`config.mk`:
```
export PLATFORM = sky130hd
export DESIGN_NAME = bus_arbiter
export DESIGN_NICKNAME = d
export VERILOG_FILES = /design/src/rtl/bus_pkg.sv /design/src/rtl/bus_watchdog.sv /design/src/rtl/bus_arbiter.sv
export SDC_FILE = /design/constraint.sdc
export NUM_CORES = 1
export LEC_CHECK = 0
export CAP_MARGIN = 20
export CELL_PAD_IN_SITES_DETAIL_PLACEMENT = 0
export CELL_PAD_IN_SITES_GLOBAL_PLACEMENT = 1
export CORE_MARGIN = 2
export CORE_UTILIZATION = 45
export CTS_BUF_LIST = sky130_fd_sc_hd__clkbuf_4 sky130_fd_sc_hd__clkbuf_8 sky130_fd_sc_hd__clkbuf_16
export DETAILED_ROUTE_END_ITERATION = 16
export DONT_BUFFER_PORTS = 1
export PLACE_DENSITY = 0.79
export SYNTH_ARGS = -nofsm -noshare
export SYNTH_HDL_FRONTEND = slang
export SYNTH_SLANG_ARGS = --single-unit
export TNS_END_PERCENT = 100
```
`constraint.sdc`:
```
create_clock -name clk -period 2.4 [get_ports clk]
set_input_delay 0.48 -clock clk [delete_from_list [all_inputs] [get_ports clk]]
set_output_delay 0.48 -clock clk [all_outputs]
set_load 0.02 [all_outputs]
```
`src/rtl/bus_pkg.sv`:
```
// Shared types and constants for the two-master bus arbiter.
package bus_pkg;

  // Arbiter FSM states.
  typedef enum logic [1:0] {
    IDLE = 2'd0,
    OWN1 = 2'd1,
    OWN2 = 2'd2,
    TURN = 2'd3
  } state_e;

  // bus_sel encoding (also used to record the last owner).
  localparam logic MASTER1 = 1'b0;
  localparam logic MASTER2 = 1'b1;

  // Default grant hold limit, in cycles.
  localparam int DEFAULT_TIMEOUT = 64;

endpackage

```
`src/rtl/bus_watchdog.sv`:
```
// Saturating grant-hold counter. It is cleared while no grant is active
// and counts every granted cycle. expire_o flags the last permitted grant
// cycle, which is the cycle where the count equals TIMEOUT-1.
module bus_watchdog
  import bus_pkg::*;
#(
  parameter int TIMEOUT = DEFAULT_TIMEOUT
) (
  input  logic clk,
  input  logic reset,
  input  logic clear_i,
  input  logic enable_i,
  output logic expire_o
);

  localparam int CNT_W = $clog2(TIMEOUT + 1);
  localparam logic [CNT_W-1:0] CNT_MAX   = CNT_W'(TIMEOUT);
  localparam logic [CNT_W-1:0] EXPIRE_AT = CNT_W'(TIMEOUT - 1);

  logic [CNT_W-1:0] count_q;
  logic [CNT_W-1:0] count_d;

  // Next count: clear wins, otherwise increment and stick at the maximum.
  always_comb begin
    count_d = count_q;
    if (clear_i) begin
      count_d = '0;
    end else if (enable_i && (count_q != CNT_MAX)) begin
      count_d = count_q + CNT_W'(1);
    end else begin
      count_d = count_q;
    end
  end

  // Counter register with synchronous reset.
  always_ff @(posedge clk) begin
    if (reset) begin
      count_q <= '0;
    end else begin
      count_q <= count_d;
    end
  end

  assign expire_o = enable_i && (count_q == EXPIRE_AT);

endmodule

```
`src/rtl/bus_arbiter.sv`:
```
// Two-master round-robin bus arbiter with a one-cycle turnaround between
// owners and a watchdog that revokes over-long grants. A revoked master
// stays masked until it drops its request for at least one cycle.
module bus_arbiter
  import bus_pkg::*;
#(
  parameter int TIMEOUT = DEFAULT_TIMEOUT
) (
  input  logic clk,
  input  logic reset,
  input  logic m1_req,
  input  logic m2_req,
  input  logic m1_done,
  input  logic m2_done,
  output logic m1_grant,
  output logic m2_grant,
  output logic bus_sel,
  output logic bus_busy,
  output logic timeout
);

  state_e state_q, state_d;
  logic   last_owner_q, last_owner_d;
  logic   mask1_q, mask1_d;
  logic   mask2_q, mask2_d;
  logic   m1_grant_q, m1_grant_d;
  logic   m2_grant_q, m2_grant_d;
  logic   bus_sel_q, bus_sel_d;
  logic   bus_busy_q, bus_busy_d;
  logic   timeout_q, timeout_d;

  logic   eff1_s, eff2_s;
  logic   owning_s;
  logic   wd_expire_s;

  assign owning_s = (state_q == OWN1) || (state_q == OWN2);
  assign eff1_s   = m1_req & ~mask1_q;
  assign eff2_s   = m2_req & ~mask2_q;

  bus_watchdog #(
    .TIMEOUT (TIMEOUT)
  ) u_watchdog (
    .clk      (clk),
    .reset    (reset),
    .clear_i  (~owning_s),
    .enable_i (owning_s),
    .expire_o (wd_expire_s)
  );

  // Next state, round-robin pointer, masks and next output values.
  always_comb begin
    state_d      = state_q;
    last_owner_d = last_owner_q;
    mask1_d      = mask1_q;
    mask2_d      = mask2_q;
    timeout_d    = 1'b0;

    case (state_q)
      IDLE, TURN: begin
        if (eff1_s && eff2_s) begin
          state_d = (last_owner_q == MASTER1) ? OWN2 : OWN1;
        end else if (eff1_s) begin
          state_d = OWN1;
        end else if (eff2_s) begin
          state_d = OWN2;
        end else begin
          state_d = IDLE;
        end
      end
      OWN1: begin
        // A release in the expiry cycle takes priority over the revoke.
        if (m1_done || !m1_req) begin
          state_d = TURN;
        end else if (wd_expire_s) begin
          state_d   = TURN;
          timeout_d = 1'b1;
          mask1_d   = 1'b1;
        end else begin
          state_d = OWN1;
        end
      end
      OWN2: begin
        if (m2_done || !m2_req) begin
          state_d = TURN;
        end else if (wd_expire_s) begin
          state_d   = TURN;
          timeout_d = 1'b1;
          mask2_d   = 1'b1;
        end else begin
          state_d = OWN2;
        end
      end
      default: begin
        state_d = IDLE;
      end
    endcase

    // A dropped request always clears that master's mask.
    if (!m1_req) begin
      mask1_d = 1'b0;
    end else begin
      mask1_d = mask1_d;
    end
    if (!m2_req) begin
      mask2_d = 1'b0;
    end else begin
      mask2_d = mask2_d;
    end

    m1_grant_d = (state_d == OWN1);
    m2_grant_d = (state_d == OWN2);
    bus_busy_d = (state_d != IDLE);

    if (state_d == OWN1) begin
      bus_sel_d    = MASTER1;
      last_owner_d = MASTER1;
    end else if (state_d == OWN2) begin
      bus_sel_d    = MASTER2;
      last_owner_d = MASTER2;
    end else begin
      bus_sel_d    = bus_sel_q;
    end
  end

  // State and registered outputs; reset makes master 1 win the first tie.
  always_ff @(posedge clk) begin
    if (reset) begin
      state_q      <= IDLE;
      last_owner_q <= MASTER2;
      mask1_q      <= 1'b0;
      mask2_q      <= 1'b0;
      m1_grant_q   <= 1'b0;
      m2_grant_q   <= 1'b0;
      bus_sel_q    <= MASTER1;
      bus_busy_q   <= 1'b0;
      timeout_q    <= 1'b0;
    end else begin
      state_q      <= state_d;
      last_owner_q <= last_owner_d;
      mask1_q      <= mask1_d;
      mask2_q      <= mask2_d;
      m1_grant_q   <= m1_grant_d;
      m2_grant_q   <= m2_grant_d;
      bus_sel_q    <= bus_sel_d;
      bus_busy_q   <= bus_busy_d;
      timeout_q    <= timeout_d;
    end
  end

  assign m1_grant = m1_grant_q;
  assign m2_grant = m2_grant_q;
  assign bus_sel  = bus_sel_q;
  assign bus_busy = bus_busy_q;
  assign timeout  = timeout_q;

endmodule
```
* Yosys cells after proc, flatten, opt, wreduce, memory -nomap -nowiden
Cells that the tools add are included.
** Storage, ports and cells
- Bits in registers :: 17
- Input port bits :: 6
- Output and inout bits :: 5
- Logic and storage cells :: 60
** Operators by class
- Add/sub/neg operators :: 1
- Equal/unequal tests :: 7
- Mux-type cells :: 15
- Bitwise logic cells :: 9
- Reductions and logical operators :: 18
** Operators with widths (count)
- $mux W2 :: 6
- $reduce_or A2 Y1 :: 5
- $add A7 B1 Y7 const B :: 1
- $eq A7 B6 Y1 const B :: 1
- $mux W1 :: 7
- $ne A7 B7 Y1 const B :: 1
- $not A1 Y1 :: 7
- $eq A2 B2 Y1 const B :: 3
- $pmux W2 S3 :: 1
- $reduce_and A3 Y1 :: 2
- $eq A2 B1 Y1 const B :: 2
- $reduce_bool A2 Y1 :: 2
- $logic_and A1 B1 Y1 :: 3
- $logic_or A1 B1 Y1 :: 3
- $and A1 B1 Y1 :: 2
- $logic_not A1 Y1 :: 2
- $logic_not A2 Y1 :: 1
- $pmux W1 S2 :: 1

* Logic depth before layout (Yosys ltp)
Gate-level depths: netlist of the first run.
- Word-level depth :: 9
- Depth in mapped cells :: 9
- Mapped depth without buffers :: 9

* By module
Synthesis of the first run repeated with hierarchy kept, for this count alone.
** Second synthesis, totals
- Cells, all modules :: 93
- Area total of the unflattened synthesis :: 860.8 µm²
** By module, submodules not included
- bus_arbiter :: times used 1, cells an instance 51, area an instance 505.5 µm², seq. area each 200.2 µm²
- bus_watchdog :: times used 1, cells an instance 42, area an instance 355.3 µm², seq. area each 140.1 µm²

* Least setup slack after synthesis of the first run
Ideal clock, no wire load.
- Path kind :: register -> register
- Start point :: register state_q[0]
- End point :: register last_owner_q
- Setup time :: 0.117 ns
- Data arrival time :: 1.859 ns
- Required time :: 2.283 ns
- Slack :: 0.424 ns
- Stages on the path, launching flop included :: 9
- Path buffers :: 0
- Period minus slack after synthesis :: 1.976 ns
- Cells stage by stage :: dfxtp_1 inv_1 ha_1 and4bb_2 nand3_1 a21o_1 ha_1 o21ai_0 nand2b_1
** Between the ends
- Cells in the longest elaborated chain, start to end :: 8
- Elaborated cells between the ends (all ways) :: 16
- Classes of those cells :: 5 x eq/ne; 6 x mux; 5 x reduce/logical
** RTL lines
- from (decl) :: RTL line bus_arbiter.sv:22 : state_e state_q, state_d;
- from (signal assigned) :: RTL line bus_arbiter.sv:138 : state_q <= state_d;
- $eq A2 B1 Y1 or $eq A2 B2 Y1 (tied branches) :: RTL line bus_arbiter.sv:36, bus_arbiter.sv:58
- $logic_or A1 B1 Y1 :: RTL line bus_arbiter.sv:36 : assign owning_s = (state_q == OWN1) || (state_q == OWN2);
- $logic_and A1 B1 Y1 :: RTL line bus_watchdog.sv:44 : assign expire_o = enable_i && (count_q == EXPIRE_AT);
- $mux W1 or $mux W2 (tied branches) :: RTL line bus_arbiter.sv:85, bus_arbiter.sv:74
- $mux W1 or $mux W2 (tied branches) :: RTL line bus_arbiter.sv:83, bus_arbiter.sv:72
- $pmux W2 S3 * :: RTL line bus_arbiter.sv:58 : case (state_q)
- $eq A2 B1 Y1 or $eq A2 B2 Y1 (tied branches) :: RTL line bus_arbiter.sv:114, bus_arbiter.sv:117
- $mux W1 or $reduce_bool A2 Y1 (tied branches)
- to (signal assigned) :: RTL line bus_arbiter.sv:139 : last_owner_q <= last_owner_d;
- to (decl) :: RTL line bus_arbiter.sv:23 : logic last_owner_q, last_owner_d;
Mark *: on every way between the ends. The rest lies on a longest branch, timed or not.
A chain may end at the register's enable or synchronous reset.

* Final worst setup path of the first run
Same ends and word-level chain as after synthesis.

==> flow_metrics.py, run 1 <==
metrics = {
    "status": {
        "status": "completed",
    },
    "cells_and_area": {
        "final_core_util_pct": 49.1,
        "final_common_cell": "dfxtp_1",
        "ff_latch_area_sq_um": 340,
        "drive_gt1_share_pct": 8.16,
        "diodes": 0,
        "syn_to_final_growth_pct": 5.82,
        "multi_input_area_sq_um": 510,
        "fin_nets": 114,
        "final_cell_mix": "dfxtp_1 (17), ha_1 (9), nand2b_1 (6), a21oi_1 (6), nor2_1 (6)",
        "n_fill_cell": 186,
    },
    "power_and_ir_drop": {
        "leakagePower_uw": 0.000357,
        "internal_power_uw": 607,
        "ir_drop_mv": 0.641,
        "switchingPower_uw": 424,
        "seq_power_share_pct": 40.3,
        "swShare_pct": 41.1,
        "share_comb_of_total_power_pct": 44.4,
        "p_per_area_nw_per_um2": 1110,
        "pwr-share-clk_pct": 15.3,
    },
    "routing": {
        "finalWirelength_microns": 1570,
        "num_vias": 679,
        "wl_per_cell_microns": 12.6,
        "routed_via_density": 5.43,
        "drtPass1Iterations": 4,
        "drc": 0,
        "drtAntennaViolNets": 0,
        "drt_iter0_markers": 25,
    },
    "place": {
        "dpl_worst_slack_ns": 0.260,
        "place.gp.congestion": 0.789,
        "place_hpwl_microns": 1190,
        "portBuffers": 0,
    },
    "die": {
        "coreArea_sq_um": 1900,
        "dieArea_sq_um": 2330,
        "rows": 16,
        "initial_core_util_pct": 46.4,
        "ios": 11,
        "die_x_microns": 48.3,
        "die_h_microns": 48.3,
    },
    "clocking": {
        "post-cts-setup-buffer-count": 0,
        "cts_max_path_buffers": 2,
        "path_clk_slew_ns": 0.09,
        "cts_num_sinks": 17,
        "htreeDepth": 1,
        "cts_hold_buf": 0,
        "cts_tree": "done",
        "numCtsBuffers": 3,
        "clk-insertion-delay-late_ns": 0.28,
        "cts_resized": 0,
        "ctsRootBufferMaster": "clkbuf_4",
    },
    "sta": {
        "rsz0062_at_grt": "false",
        "timing.slew.headroom_pct": 68.7,
        "maxSlewViolCount": 0,
        "finalCritPeriodShare_pct": 89.5,
        "max_clock_freq_mhz": 466,
        "finalCriticalPeriod_ns": 2.15,
        "setup_tns_ns": 0,
        "hold_viol_final": 0,
        "setup_violations": 0,
        "worstMarginPinSlew_ns": 0.463,
        "fin_worst_skew_ns": 0.000736,
        "setup_slack_ns": 0.252,
    },
    "worst_setup_path": {
        "reg2reg_depth": 8,
        "crit_path_end_kind": "flip-flop",
        "start_kind": "flip-flop",
        "worstReg2RegEnd": "last_owner_q",
        "worst-path-max-fanout": 8,
        "r2r_start": "state_q[0]",
        "r2r_setup_slack_ns": 0.25,
        "required_ns": 2.58,
        "worstPathArrival_ns": 2.33,
        "worstSetupPathType": "reg2reg",
    },
    "synth": {
        "syn_area_per_cell_sq_um": 9.09,
        "async_flop_share_pct": 0,
        "syn_area_sq_um": 882,
        "synth_edf_count": 0,
        "synthesis.nets": 112,
        "ys_warn_count": 0,
        "netlist_instances": 97,
        "synth_cell_types": 31,
        "synth-seq-cells": 17,
        "ys.flop_type": "dfxtp_1",
        "ys_seq_area_share_pct": 38.6,
    },
    "global_route": {
        "grt_usage_pct": 16.0,
        "grt_pass1_wl_microns": 2620,
        "antenna_found_initial": 0,
        "grt_pass1_vias": 627,
        "grt_start_max_net_pins": 12,
        "gr-total-overflow": 0,
    },
    "worst_hold_path": {
        "worstHoldStart": "reset",
        "holdPathEnd": "bus_busy",
        "hold_class": "in2reg",
        "holdPathStages": 1,
    },
    "job": {
        "cap_violations": 0,
    },
}
==> power by group through the flow <==
stage               clock network [uW]  logic (uW)  registers (uW)
floorplan                            0         369             414
CTS                                163         458             417
global placement                     0         436             422
finish                             158         458             416
global route                       177         530             424
detailed placement                   0         449             424
==> critical path, stage by stage, from the launching register on <==
cell and delay, ns:
dfxtp_1 0.34, inv_1 0.05, ha_1 0.38, and4bb_2 0.40, nand3_1 0.14, a21o_1 0.22
ha_1 0.31, o21ai_0 0.15, nand2b_1 0.06
==> layer usage <==
metal | wire [microns] | global-route usage [%] | vias to the layer above
li1 | - | - | 349
met1 | 800 | 23.4 | 298
met2 | 643 | 22.6 | 30
met3 | 115 | 4.07 | 2
met4 | 9 | 5.41 | 0
met5 | 0 | 0 | -
==> registers in the layout (all words and copies together) (netlist names) <==
signal              count
timeout                 1
m2_grant                1
mask1_q                 1
bus_sel                 1
last_owner_q            1
mask2_q                 1
bus_busy                1
u_watchdog.count_q      7
m1_grant                1
state_q                 2
==> cell usage after synthesis, types with 3 or more instances <==
cell	count	area, sq um
dfxtp_1	17	340
ha_1	9	113
a21oi_1	6	30.0
nand2b_1	6	37.5
nor2_1	6	22.5
inv_1	5	18.8
nand3_1	5	25.0
a211oi_1	4	30.0
nand2_1	4	15.0
nor2b_1	4	25.0
o21ai_0	4	20.0
nor3_1	3	15.0
nor3b_1	3	22.5
==> worst max-delay path by stage <==
stage | start | endpoint | cells past startpoint
finish | state_q[0] | last_owner_q | 8
CTS | state_q[0] | last_owner_q | 8
detailed placement | state_q[0] | last_owner_q | 8
global placement | state_q[0] | last_owner_q | 8
global route | state_q[0] | last_owner_q | 8
floorplan | state_q[0] | last_owner_q | 8
==> final cells by class <==
| type | instances | area share [%] |
|---|---|---|
| multi-input cells | 72 | 54.7 |
| flip-flops and latches | 17 | 36.5 |
| clock buffers | 4 | 3.22 |
| well taps | 27 | 3.62 |
| inverters | 5 | 2.01 |
==> cells by family (layout without fill, tap and decap cells) <==
family / after synthesis / in the layout / synth area share [%]
AOI/OAI and AO/OA: 22 / 22 / 16.9
adders and majority gates: 9 / 9 / 12.8
xor gates and xnor gates: 2 / 2 / 1.99
DFF: 17 / 17 / 38.6
buffers and inverters: 8 / 9 / 3.55
and+or+nand+nor: 39 / 39 / 26.2
==> stage by stage <==
step / instance area (sq um) / cells / power [uW] / hold WS, ns
2_1_floorplan: 882 / 97 / 783 / 0.448
3_3_place_gp: 903 / 121 / 858 / 0.476
3_5_place_dp: 903 / 121 / 873 / 0.475
6_report: 933 / 125 / 1030 / 0.256
5_1_grt: 933 / 125 / 1130 / 0.238
4_1_cts: 933 / 125 / 1040 / 0.250
(Power assumes the default switching activity.)
==> run 2: changes to the inputs <==
- CORE_MARGIN: 2 -> default
- RECOVER_POWER: default -> 100
==> run 2 against run 1 <==
  * Combinational power is 2% lower
  * Largest cell class unchanged
  * Largest power group unchanged
  * Sequential power hardly changed
  * Via count is 0.44% lower
  * First-iteration DRC count is 4.0% lower
  * Sequential share of layout area is 0.25 points higher
  * Global-route usage is 3.2 points higher
  * Clock skew is 0.0079 ns higher
  * Flip-flop and latch count stayed put
==> flow_metrics.py, run 2 (synthesis results as in run 1) <==
metrics = {
    "cells_and_area": {
        "fin_nets": 114,
        "syn_to_final_growth_pct": 5.11,
        "final_cell_mix": "dfxtp_1 (17), ha_1 (9), nand2b_1 (6), a21oi_1 (6), nor2_1 (6)",
        "multi_input_area_sq_um": 507,
        "ff_latch_area_sq_um": 340,
        "final_common_cell": "dfxtp_1",
        "diodes": 0,
        "drive_gt1_share_pct": 6.12,
        "reg.largest.list": "u_watchdog.count_q: 7 flops, state_q: 2 flops",
        "finalNonFillerCells": 123,
        "largest_register_ffs": 7,
        "design_area_sq_um": 927,
        "largest-register": "u_watchdog.count_q",
        "n_fill_cell": 176,
    },
    "power_and_ir_drop": {
        "switchingPower_uw": 421,
        "seq_power_share_pct": 40.3,
        "leakagePower_uw": 0.000357,
        "pwr-share-clk_pct": 16.0,
        "p_per_area_nw_per_um2": 1110,
        "share_comb_of_total_power_pct": 43.7,
        "ir_drop_mv": 0.631,
        "internal_power_uw": 607,
        "swShare_pct": 41.0,
    },
    "routing": {
        "routed_via_density": 5.50,
        "drtPass1Iterations": 4,
        "drc": 0,
        "num_vias": 676,
        "drtAntennaViolNets": 0,
        "wl_per_cell_microns": 13.2,
        "drt_iter0_markers": 24,
        "finalWirelength_microns": 1620,
    },
    "worst_setup_path": {
        "worstPathArrival_ns": 2.36,
        "worstSetupPathType": "reg2reg",
        "worst-path-max-fanout": 8,
        "required_ns": 2.59,
        "crit_path_end_kind": "flip-flop",
        "r2r_setup_slack_ns": 0.24,
        "start_kind": "flip-flop",
    },
    "sta": {
        "maxSlewViolCount": 0,
        "setup_violations": 0,
        "fin_worst_skew_ns": 0.00861,
        "rsz0062_at_grt": "false",
        "max_clock_freq_mhz": 463,
        "setup_slack_ns": 0.239,
        "timing.slew.headroom_pct": 67.8,
        "setup_tns_ns": 0,
        "finalCritPeriodShare_pct": 90.0,
        "finalCriticalPeriod_ns": 2.16,
        "worstMarginPinSlew_ns": 0.477,
        "hold_viol_final": 0,
    },
    "global_route": {
        "grt_usage_pct": 19.2,
        "grt_pass1_vias": 660,
        "gr-total-overflow": 0,
        "grt_pass1_wl_microns": 2810,
        "grt_start_max_net_pins": 12,
        "antenna_found_initial": 0,
    },
    "clocking": {
        "htreeDepth": 1,
        "cts_hold_buf": 0,
        "numCtsBuffers": 3,
        "cts_max_path_buffers": 2,
        "post-cts-setup-buffer-count": 0,
        "ctsRootBufferMaster": "clkbuf_4",
        "cts_tree": "done",
        "cts_num_sinks": 17,
        "cts_resized": 0,
        "path_clk_slew_ns": 0.10,
        "clk-insertion-delay-late_ns": 0.29,
    },
    "place": {
        "portBuffers": 0,
        "dpl_worst_slack_ns": 0.269,
        "place.gp.congestion": 0.783,
        "place_hpwl_microns": 1220,
        "dp.cells": 119,
        "dpl_cell_area_sq_um": 901,
    },
    "die": {
        "die_h_microns": 46.3,
        "coreArea_sq_um": 1780,
        "initial_core_util_pct": 49.5,
        "dieArea_sq_um": 2140,
        "die_x_microns": 46.3,
        "ios": 11,
        "rows": 15,
    },
    "status": {
        "status": "completed",
    },
    "job": {
        "cap_violations": 0,
    },
    "worst_hold_path": {
        "hold_class": "in2reg",
    },
}
-- run 2: cell counts in the layout (fill, tap and decap cells not counted) --
Identical to the previous run, type by type.
-- run 2: power by group through the flow --
stage	combinational (uW)	clock, uW	sequential, uW
after floorplan	369	0	414
after global placement	441	0	421
after detailed placement	446	0	422
after CTS	450	169	415
after global routing	518	179	426
final	450	165	414
-- run 2: critical path: stages (launching register included) --
cell and delay [ns]:
dfxtp_1 0.34, inv_1 0.05, ha_1 0.37, and4bb_1 0.41, nand3_1 0.15, a21o_1 0.22
ha_1 0.31, o21ai_0 0.15, nand2b_1 0.07
-- run 2: worst paths after layout --
path,startpoint,to,cells past startpoint
worst max-delay path,state_q[0],last_owner_q,8
worst min-delay path,reset,bus_busy,1
worst max register to register,state_q[0],last_owner_q,8
worst min register to register,u_watchdog.count_q[6],u_watchdog.count_q[6],2
-- run 2: area by class of cell --
class | count | area share [%]
Clock buffer | 4 | 3.24
Inverter | 5 | 2.02
Multi-Input combinational cell | 72 | 54.7
Sequential cell | 17 | 36.7
Tap cell | 25 | 3.37
-- run 2: stage by stage --
| stage | hold WS [ns] | power (uW) | utilization, % |
|---|---|---|---|
| after global placement | 0.480 | 862 | 50.5 |
| after floorplan | 0.448 | 783 | - |
| after CTS | 0.241 | 1030 | 52.2 |
| after detailed placement | 0.477 | 868 | 50.5 |
| after global routing | 0.228 | 1120 | 52.0 |
| final | 0.249 | 1030 | 52.0 |
-- run 2: per-layer routing --
layer	share of wire (%)	wire length, microns	GRT usage, %
met5	0	0	0
met4	0.93	15	9.41
met3	5.3	85	8.24
met2	43	693	27.0
met1	51	824	24.6
==> run 3: changes to the inputs <==
- clock period: 2.4 -> 2.2 ns (I/O delays scaled with it)
==> run 3 against run 2 <==
  * Clock skew is 0.0055 ns higher
  * Global-route usage is 0.91 points lower
  * Critical path type unchanged
  * Largest power group unchanged
  * Critical path depth stayed put
  * Via count is 0.89% lower
  * Sequential share of layout area is 0.63 points lower
  * Register-to-register slack worse by 0.04 ns
  * Non-clock buffer count is 2 higher
  * Cell area is 1.8% higher
  * Wire length is 8.1% lower
  * Die area stayed put
  * Clock power hardly changed
  * Sequential power is 9.4% higher
==> flow_metrics.py, run 3 (synthesis results as in run 1) <==
metrics = {
    "sta": {
        "finalCritPeriodShare_pct": 91.0,
        "timing.slew.headroom_pct": 66.1,
        "setup_tns_ns": 0,
        "hold_viol_final": 0,
        "whs_ns": 0.196,
        "fin_worst_skew_ns": 0.0141,
        "max_clock_freq_mhz": 499,
        "rsz0062_at_grt": "false",
        "worstMarginPinSlew_ns": 0.502,
        "maxSlewViolCount": 0,
        "setup_violations": 0,
        "finalCriticalPeriod_ns": 2.00,
    },
    "job": {
        "cap_violations": 0,
    },
    "global_route": {
        "grt_pass1_vias": 643,
        "antenna_found_initial": 0,
        "grt_pass1_wl_microns": 2730,
        "grt_start_max_net_pins": 12,
        "grt_usage_pct": 18.3,
        "gr-total-overflow": 0,
    },
    "routing": {
        "finalWirelength_microns": 1490,
        "num_vias": 670,
        "drt_iter0_markers": 11,
        "drtAntennaViolNets": 0,
        "drtPass1Iterations": 4,
        "wl_per_cell_microns": 11.9,
        "drc": 0,
        "routed_via_density": 5.36,
    },
    "cells_and_area": {
        "final_common_cell": "dfxtp_1",
        "diodes": 0,
        "largest-register": "u_watchdog.count_q",
        "largest_register_ffs": 7,
        "final_core_util_pct": 52.9,
        "syn_to_final_growth_pct": 6.95,
        "drive_gt1_share_pct": 9.00,
        "final_cell_mix": "dfxtp_1 (17), ha_1 (9), nand2b_1 (6), a21oi_1 (6), nor2_1 (6)",
        "fin_nets": 116,
        "reg.largest.list": "u_watchdog.count_q: 7 flops, state_q: 2 flops",
    },
    "die": {
        "rows": 15,
        "die_x_microns": 46.3,
        "ios": 11,
        "initial_core_util_pct": 49.5,
        "die_h_microns": 46.3,
        "dieArea_sq_um": 2140,
        "coreArea_sq_um": 1780,
    },
    "place": {
        "place_hpwl_microns": 1140,
        "portBuffers": 0,
        "place.gp.congestion": 0.821,
    },
    "worst_setup_path": {
        "critical-path-top-delay-family": "adder cells",
        "required_ns": 2.40,
        "r2r_start": "state_q[0]",
        "worst-path-max-fanout": 5,
        "slowest_delay_ns": 0.36,
        "crit_start": "state_q[0]",
        "start_kind": "flip-flop",
        "crit_path_frequent_cell": "ha_1",
        "cp_num_buf_inv": 1,
        "worstPathArrival_ns": 2.20,
        "cp_slowest_cell": "and4bb_2",
        "crit_path_end_kind": "flip-flop",
        "worstSetupPathType": "reg2reg",
        "worstPathCellList": "inv_1 > ha_1 > and4bb_2 > nand3_1 > a21o_1 > ha_1 > o21ai_0 > nand2b_1",
    },
    "clocking": {
        "clk-insertion-delay-late_ns": 0.29,
        "cts_resized": 0,
        "cts_tree": "done",
        "path_clk_slew_ns": 0.11,
        "cts_num_sinks": 17,
        "ctsRootBufferMaster": "clkbuf_4",
        "cts_max_path_buffers": 2,
        "cts_hold_buf": 0,
        "post-cts-setup-buffer-count": 0,
        "numCtsBuffers": 3,
        "htreeDepth": 1,
    },
    "power_and_ir_drop": {
        "leakagePower_uw": 0.000366,
        "share_comb_of_total_power_pct": 44.4,
        "total_power_uw": 1110,
        "ir_drop_mv": 0.498,
        "swShare_pct": 41.1,
        "switchingPower_uw": 458,
        "p_per_area_nw_per_um2": 1180,
        "seq_power_share_pct": 40.6,
        "internal_power_uw": 656,
        "pwr-share-clk_pct": 14.9,
    },
    "status": {
        "status": "completed",
    },
    "worst_hold_path": {
        "hold_class": "in2reg",
        "worstHoldStart": "reset",
    },
}
==> run 3: cell types whose count changed in the layout (fill, tap and decap cells not counted), sizes merged <==
| cell | delta |
|---|---|
| buf | +2 |
| clkbuf | -1 |
| clkinv | +1 |
==> run 3: final cells by class <==
cell class | instances | area [sq um]
clock inverters | 1 | 5.00
well taps | 25 | 31.3
fillers | 171 | 840
flip-flops and latches | 17 | 340
repair buffers | 2 | 15.0
inverters | 5 | 18.8
clock buffers | 3 | 22.5
multi-input cells | 72 | 510
==> run 3: stage by stage <==
stage          instances  worst slack (ns)  instance area [sq um]
2_1_floorplan         97             0.224                    882
3_3_place_gp         121             0.254                    916
3_5_place_dp         121             0.198                    916
4_1_cts              125             0.191                    943
5_1_grt              125            0.0112                    943
6_report             125             0.197                    943
==> run 3: worst paths after layout <==
path                           endpoint  slack [ns]  cells past startpoint
setup / recovery           last_owner_q        0.20                      8
hold / removal                 bus_busy        0.20                      1
setup reg to reg           last_owner_q        0.20                      8
hold reg to reg   u_watchdog.count_q[6]        0.51                      2
==> run 3: layer usage <==
metal	vias up	routed length, microns	GRT usage, %
met4	0	22	10.6
met2	14	608	24.8
met5	-	0	0
met3	2	78	4.31
li1	348	-	-
met1	306	779	25.8
==> run 3: power groups by stage <==
stage	combinational, uW	sequential, uW	clock, uW
2_1_floorplan	403	452	0
3_3_place_gp	494	460	0
3_5_place_dp	501	461	0
4_1_cts	504	454	178
5_1_grt	593	466	189
6_report	495	453	166
